<file path="src/rtl/operand_fetch_wb.sv">
// Operand fetch and writeback stage around a combinational ALU: register file,
// registered ALU operands, result/flag writeback and a debug read port.
module operand_fetch_wb #(
  parameter int DATA_W = 16,
  parameter int OP_W   = 8,
  parameter int NREGS  = 8,
  parameter int FLAG_W = 4,
  localparam int AW    = $clog2(NREGS)
) (
  input  logic              clk,
  input  logic              rst,
  input  logic              instr_valid,
  output logic              instr_ready,
  input  logic [OP_W-1:0]   instr_op,
  input  logic [AW-1:0]     instr_rd,
  input  logic [AW-1:0]     instr_rs1,
  input  logic [AW-1:0]     instr_rs2,
  input  logic              instr_imm_en,
  input  logic [DATA_W-1:0] instr_imm,
  input  logic              instr_use_c,
  output logic [DATA_W-1:0] alu_R1,
  output logic [DATA_W-1:0] alu_R2,
  output logic [OP_W-1:0]   alu_opcode,
  output logic              alu_cin,
  input  logic [DATA_W-1:0] alu_out,
  input  logic [FLAG_W-1:0] alu_flags,
  output logic              wb_done,
  output logic [FLAG_W-1:0] flags_q,
  input  logic [AW-1:0]     dbg_addr,
  output logic [DATA_W-1:0] dbg_data
);

  typedef enum logic [1:0] {IDLE, EXEC, WB} state_t;

  state_t            state, state_nxt;
  logic [DATA_W-1:0] regs [NREGS];
  logic [AW-1:0]     rd_p0;
  logic              accept;
  logic              in_wb;
  logic              fwd1, fwd2;
  logic [DATA_W-1:0] r1_sel, r2_sel;
  logic              cin_sel;

  always_comb begin
    state_nxt   = state;
    instr_ready = 1'b0;
    wb_done     = 1'b0;
    unique case (state)
      IDLE: begin
        instr_ready = 1'b1;
        if (instr_valid) state_nxt = EXEC;
      end
      EXEC: begin
        state_nxt = WB;
      end
      WB: begin
        instr_ready = 1'b1;
        wb_done     = 1'b1;
        state_nxt   = instr_valid ? EXEC : IDLE;
      end
      default: state_nxt = IDLE;
    endcase
  end

  assign accept = instr_valid & instr_ready;
  assign in_wb  = (state == WB);

  // A source matching the instruction being written back this edge sees the
  // live ALU result; R0 is never a forwarding target.
  assign fwd1 = in_wb && (rd_p0 != '0) && (instr_rs1 == rd_p0);
  assign fwd2 = in_wb && (rd_p0 != '0) && (instr_rs2 == rd_p0);

  always_comb begin
    r1_sel  = fwd1 ? alu_out : regs[instr_rs1];
    r2_sel  = instr_imm_en ? instr_imm : (fwd2 ? alu_out : regs[instr_rs2]);
    cin_sel = 1'b0;
    if (instr_use_c) cin_sel = in_wb ? alu_flags[0] : flags_q[0];
  end

  always_ff @(posedge clk or posedge rst) begin
    if (rst) begin
      state      <= IDLE;
      rd_p0      <= '0;
      alu_R1     <= '0;
      alu_R2     <= '0;
      alu_opcode <= '0;
      alu_cin    <= 1'b0;
      flags_q    <= '0;
      for (int i = 0; i < NREGS; i++) regs[i] <= '0;
    end else begin
      state <= state_nxt;
      // accept: operands are latched and held until the next accept
      if (accept) begin
        alu_R1     <= r1_sel;
        alu_R2     <= r2_sel;
        alu_opcode <= instr_op;
        alu_cin    <= cin_sel;
        rd_p0      <= instr_rd;
      end
      // writeback: result to rd (R0 discarded), flags always
      if (in_wb) begin
        if (rd_p0 != '0) regs[rd_p0] <= alu_out;
        flags_q <= alu_flags;
      end
    end
  end

  assign dbg_data = (dbg_addr == '0) ? '0 : regs[dbg_addr];

endmodule

</file>
<file path="config.mk">
export PLATFORM = sky130hd
export DESIGN_NAME = operand_fetch_wb
export DESIGN_NICKNAME = d
export VERILOG_FILES = /design/src/rtl/operand_fetch_wb.sv
export SDC_FILE = /design/constraint.sdc
export NUM_CORES = 1
export LEC_CHECK = 0
export CAP_MARGIN = 20
export CORE_MARGIN = 2
export CORE_UTILIZATION = 61
export CTS_CLUSTER_DIAMETER = 120
export DETAILED_ROUTE_END_ITERATION = 10
export PLACE_DENSITY = 0.86
export SLEW_MARGIN = 20
export SYNTH_ARGS = -nofsm -noshare
export SYNTH_HDL_FRONTEND = slang
export SYNTH_SLANG_ARGS = --single-unit
</file>
<file path="constraint.sdc">
create_clock -name clk -period 17.46 [get_ports clk]
set_input_delay 2.619 -clock clk [delete_from_list [all_inputs] [get_ports clk]]
set_output_delay 2.619 -clock clk [all_outputs]
set_load 0.02 [all_outputs]
</file>
### Yosys cells after proc, flatten, opt, wreduce, memory -nomap -nowiden

Cells that the tools add are included.

| operators by class | value |
|---|---|
| $lt $le $gt $ge | 5 |
| eq/ne operators | 5 |
| multiplexer cells | 23 |
| bitwise operators | 5 |
| reductions and logical operators | 9 |

Operators with widths:

| operator | number |
|---|---|
| $mux W16 | 11 |
| $bmux W16 S3 | 3 |
| $bwmux W128 | 1 |
| $demux W16 S3 | 1 |
| $ge A4 B4 Y1 const B | 4 |
| $not A3 Y4 | 4 |
| $eq A3 B3 Y1 | 2 |
| $pmux W2 S3 | 1 |
| $mux W1 | 5 |
| $logic_and A1 B1 Y1 | 4 |
| $lt A4 B1 Y1 const B | 1 |
| $logic_not A3 Y1 | 1 |
| $reduce_bool A3 Y1 | 1 |
| $eq A2 B1 Y1 const B | 1 |
| $eq A2 B2 Y1 const B | 1 |
| $logic_not A2 Y1 | 1 |
| $mux W2 | 1 |
| $ne A2 B2 Y1 const B | 1 |
| $reduce_and A2 Y1 | 1 |
| $reduce_or A2 Y1 | 1 |
| $and A1 B1 Y1 | 1 |

| storage, ports and cells | value |
|---|---|
| register bits after elaboration | 178 |
| input bits | 61 |
| output and inout port bits | 63 |
| logic and storage cells | 62 |

### Logic depth before layout (Yosys ltp)

| logic depth | value |
|---|---|
| depth after elaboration | 6 |
| gate-level depth with buffers | 8 |
| mapped depth without buffers | 5 |

### Least setup slack after synthesis

OpenSTA, ideal clock, no wires.

| timing | value |
|---|---|
| kind | input-to-output |
| start point | in dbg_addr[1] |
| end point | out dbg_data[15] |
| arrival | 3.996 ns |
| setup slack | 10.845 ns |
| cell stages on the path | 6 |
| buffers on the path | 3 |
| cells stage by stage | buf_2 nor2b_1 clkbuf_1 clkbuf_1 a22oi_1 o21ai_0 |

| between the ends | value |
|---|---|
| word-level cells in the longest chain between the ends | 5 |
| elaborated cells between the ends (all ways) | 6 |
| those cells by class | mux: 4; bitwise: 1; reduce/logical: 1 |

Ends and longest elaborated chain:

| element | line | source |
|---|---|---|
| start: declaration | 29 | `input logic [AW-1:0] dbg_addr,` |
| $not A3 Y4 (not written as such) | 108 | `assign dbg_data = (dbg_addr == '0) ? '0 : regs[dbg_addr];` |
| $bmux W16 S3 | 108 |  |
| $mux W16 (not written as such) (2 in a row) | 108 |  |
| $mux W16 (*) | 108 |  |
| end: declaration | 30 | `output logic [DATA_W-1:0] dbg_data` |

Every way passes the cells marked *; elsewhere a longest branch is shown, timed or not. The select of a mux whose other input is x is not followed.

### Final worst setup path

| timing | value |
|---|---|
| start point | in dbg_addr[0] |
| end point | out dbg_data[4] |

The elaborated chain is that of the path after synthesis.

==> impl_metrics.toml <==
[finish]
seqCellArea_um2 = 4450
multi_input_area_um2 = 5020
fill_cells = 1012
num-nets-final = 891
design_area_um2 = 11900
final_common_cell = "dfrtp_1"
n_antenna_cell = 0
drive_above_1_share_pct = 32.7
syn2layout_area_growth_pct = 18.4
most-common-layout-cells = "dfrtp_1, mux2_2, clkdlybuf4s50_1, mux4_2, nand2_1"

[placed_design]
portBuffers = 123
dpl.hpwl_um = 17000
place.gp.congestion = 0.866
dp_slack_ps = 9870
post_dp_cell_area_um2 = 11200

[sta]
slew_viol_final = 0
finalHoldViolCount = 0
period_share_pct = 43.3
fin_tns_setup_ps = 0
fin_skew_ps = 9.52
slew_headroom_pct = 20.0
tightest_slew_ps = 1200
rsz0062_at_grt = "no"
fmax_ghz = 0.132
fin_crit_ps = 7550
setup_viol = 0
setup_ws_ps = 9910

[clock_tree]
cts_buffers = 17
cts_tree = "yes"
clk_path_buf_depth = 2
post_cts_resized = 0
cts_root_buf = "clkbuf_16"
clkTransAtPathRegs_ps = 70
tritoncts_num_sinks = 178
ctsHoldBuffers = 0
htreeDepth = 4
clock_latency_ps = 440
postCtsSetupBuffers = 0

[routing]
vias_per_cell = 6.88
num_vias = 7282
drt_iter0_drc = 903
drc = 0
firstDrtPassIters = 6
post_drt_wl_per_cell_um = 26.1
antenna_left = 0
wirelength_um = 27700

[global_route]
grt_pass1_wl_um = 43700
track_usage_pct = 32.6
grt_antenna_before_repair = 0
grt_pass1_vias = 7614
grt-ovfl-total = 0
grt_start_max_net_pins = 84

[status]
outcome = "finished clean"

[logic_synthesis]
syn-num-nets = 810
ys_warn_count = 0
synthesis.instances = 749
synth_top_area_cell = "dfrtp_1"
ys_seq_area_share_pct = 44.4
synth_cell_types = 41
syn-cell-area_um2 = 10000
synth.area.top_cells = "dfrtp_1, mux4_2, mux2_2"
ys_ff_latch = 178
avgSynthCellArea_um2 = 13.4
synth_top_area_share_pct = 44.4

[floorplanning]
design.core.area_um2 = 16000
pin_count = 124
dieArea_um2 = 17500
row_count = 46
initial_core_util_pct = 62.7
die_h_um = 132
die_w_um = 132

[setup_path]
cp.required_ps = 14840
cp.arrival_ps = 4930
cp-start-kind = "input port"
ff2ff_path_depth = 4
path_class = "input port to output port"
end_kind = "output port"
cp_max_fo = 33

[pwr]
max-vdd-ir-drop_v = 0.0000892
p_per_area_nw_per_um2 = 133
leakage_uw = 0.00514
totalPowerFinal_uw = 1580

[run]
drv_cap = 0

[min_path]
holdPathStages = 0
hold_path_class = "register to register"
-- state kept, by name, indices dropped and copies added, names as in the netlist --
signal	flops
alu_cin	1
alu_R2	16
alu_opcode	8
regs	128
alu_R1	16
state	2
rd_p0	3
flags_q	4
-- stage by stage --
| stage | std cells | hold WS (ps) | utilization [%] |
|---|---|---|---|
| after floorplan | 749 | 441 | - |
| after global placement | 1023 | 377 | 70.0 |
| after detailed placement | 1025 | 384 | 70.1 |
| after CTS | 1057 | 402 | 74.0 |
| after global routing | 1059 | 411 | 74.2 |
| final | 1059 | 401 | 74.2 |
-- per-layer routing --
layer / global-route usage, % / up-vias / wire, µm
met5: 0 / - / 0
met1: 44.0 / 3714 / 10700
met3: 8.73 / 70 / 2820
met2: 51.2 / 492 / 13500
met4: 12.8 / 0 / 673
li1: - / 3006 / -
-- final cells by class --
class	instances	area share [%]
sequential	178	37.5
tap	216	2.28
inverter	36	1.22
clock inverter	12	1.32
multi-input combinational	457	42.3
timing repair buffer	140	11.4
clock buffer	20	3.93
-- path summary, 6_finish.rpt --
path                        startpoint           to  slack [ps]
max                        dbg_addr[0]  dbg_data[4]        9910
min                          regs[116]    regs[116]         400
max reg2reg                   rd_p0[2]   alu_R2[14]       14560
min reg2reg                  regs[116]    regs[116]         400
max in group asynchronous          rst     regs[48]       13090
min in group asynchronous          rst     regs[97]        2560
-- kinds of logic (layout without fill, tap and decap cells) --
family	after synthesis	after routing	share of synthesized area [%]
multiplexers	243	243	36.4
flip-flops	178	178	44.4
AO/OA/AOI/OAI	128	128	9.42
buffers and inverters	114	208	5.59
AND/OR/NAND/NOR	82	82	3.86
XOR/XNOR	4	4	0.349
-- critical path: stages --
cell,delay [ps]
clkdlybuf4s50_1,450
buf_4,420
nor2b_1,100
buf_4,240
a221oi_1,390
a21oi_1,100
clkdlybuf4s50_1,580
-- where the power goes --
| part | internal (µW) | total (µW) | switching, µW |
|---|---|---|---|
| clock network | 237 | 402 | 166 |
| logic | 303 | 511 | 208 |
| registers | 534 | 665 | 131 |
| total | 1070 | 1580 | 505 |
-- cell usage after synthesis (all sizes together) --
cell type  number
o2111a          1
nor2b           1
a21oi          30
o21ai          17
mux4           80
mux2          129
a221oi         31
nor2           20
inv            36
nand3b          2
a22oi           1
o21ba           1
a21boi         15
mux2i          34
nand3           3
o211a          15
nor3b           2
a211oi          1
a311oi         15
o21a            1
xnor2           4
dfrtp         178
nand2b          2
buf            45
nand2          47
clkbuf         33
nor3            3
or3             2
Note: power is estimated with default switching activity, not from simulation.
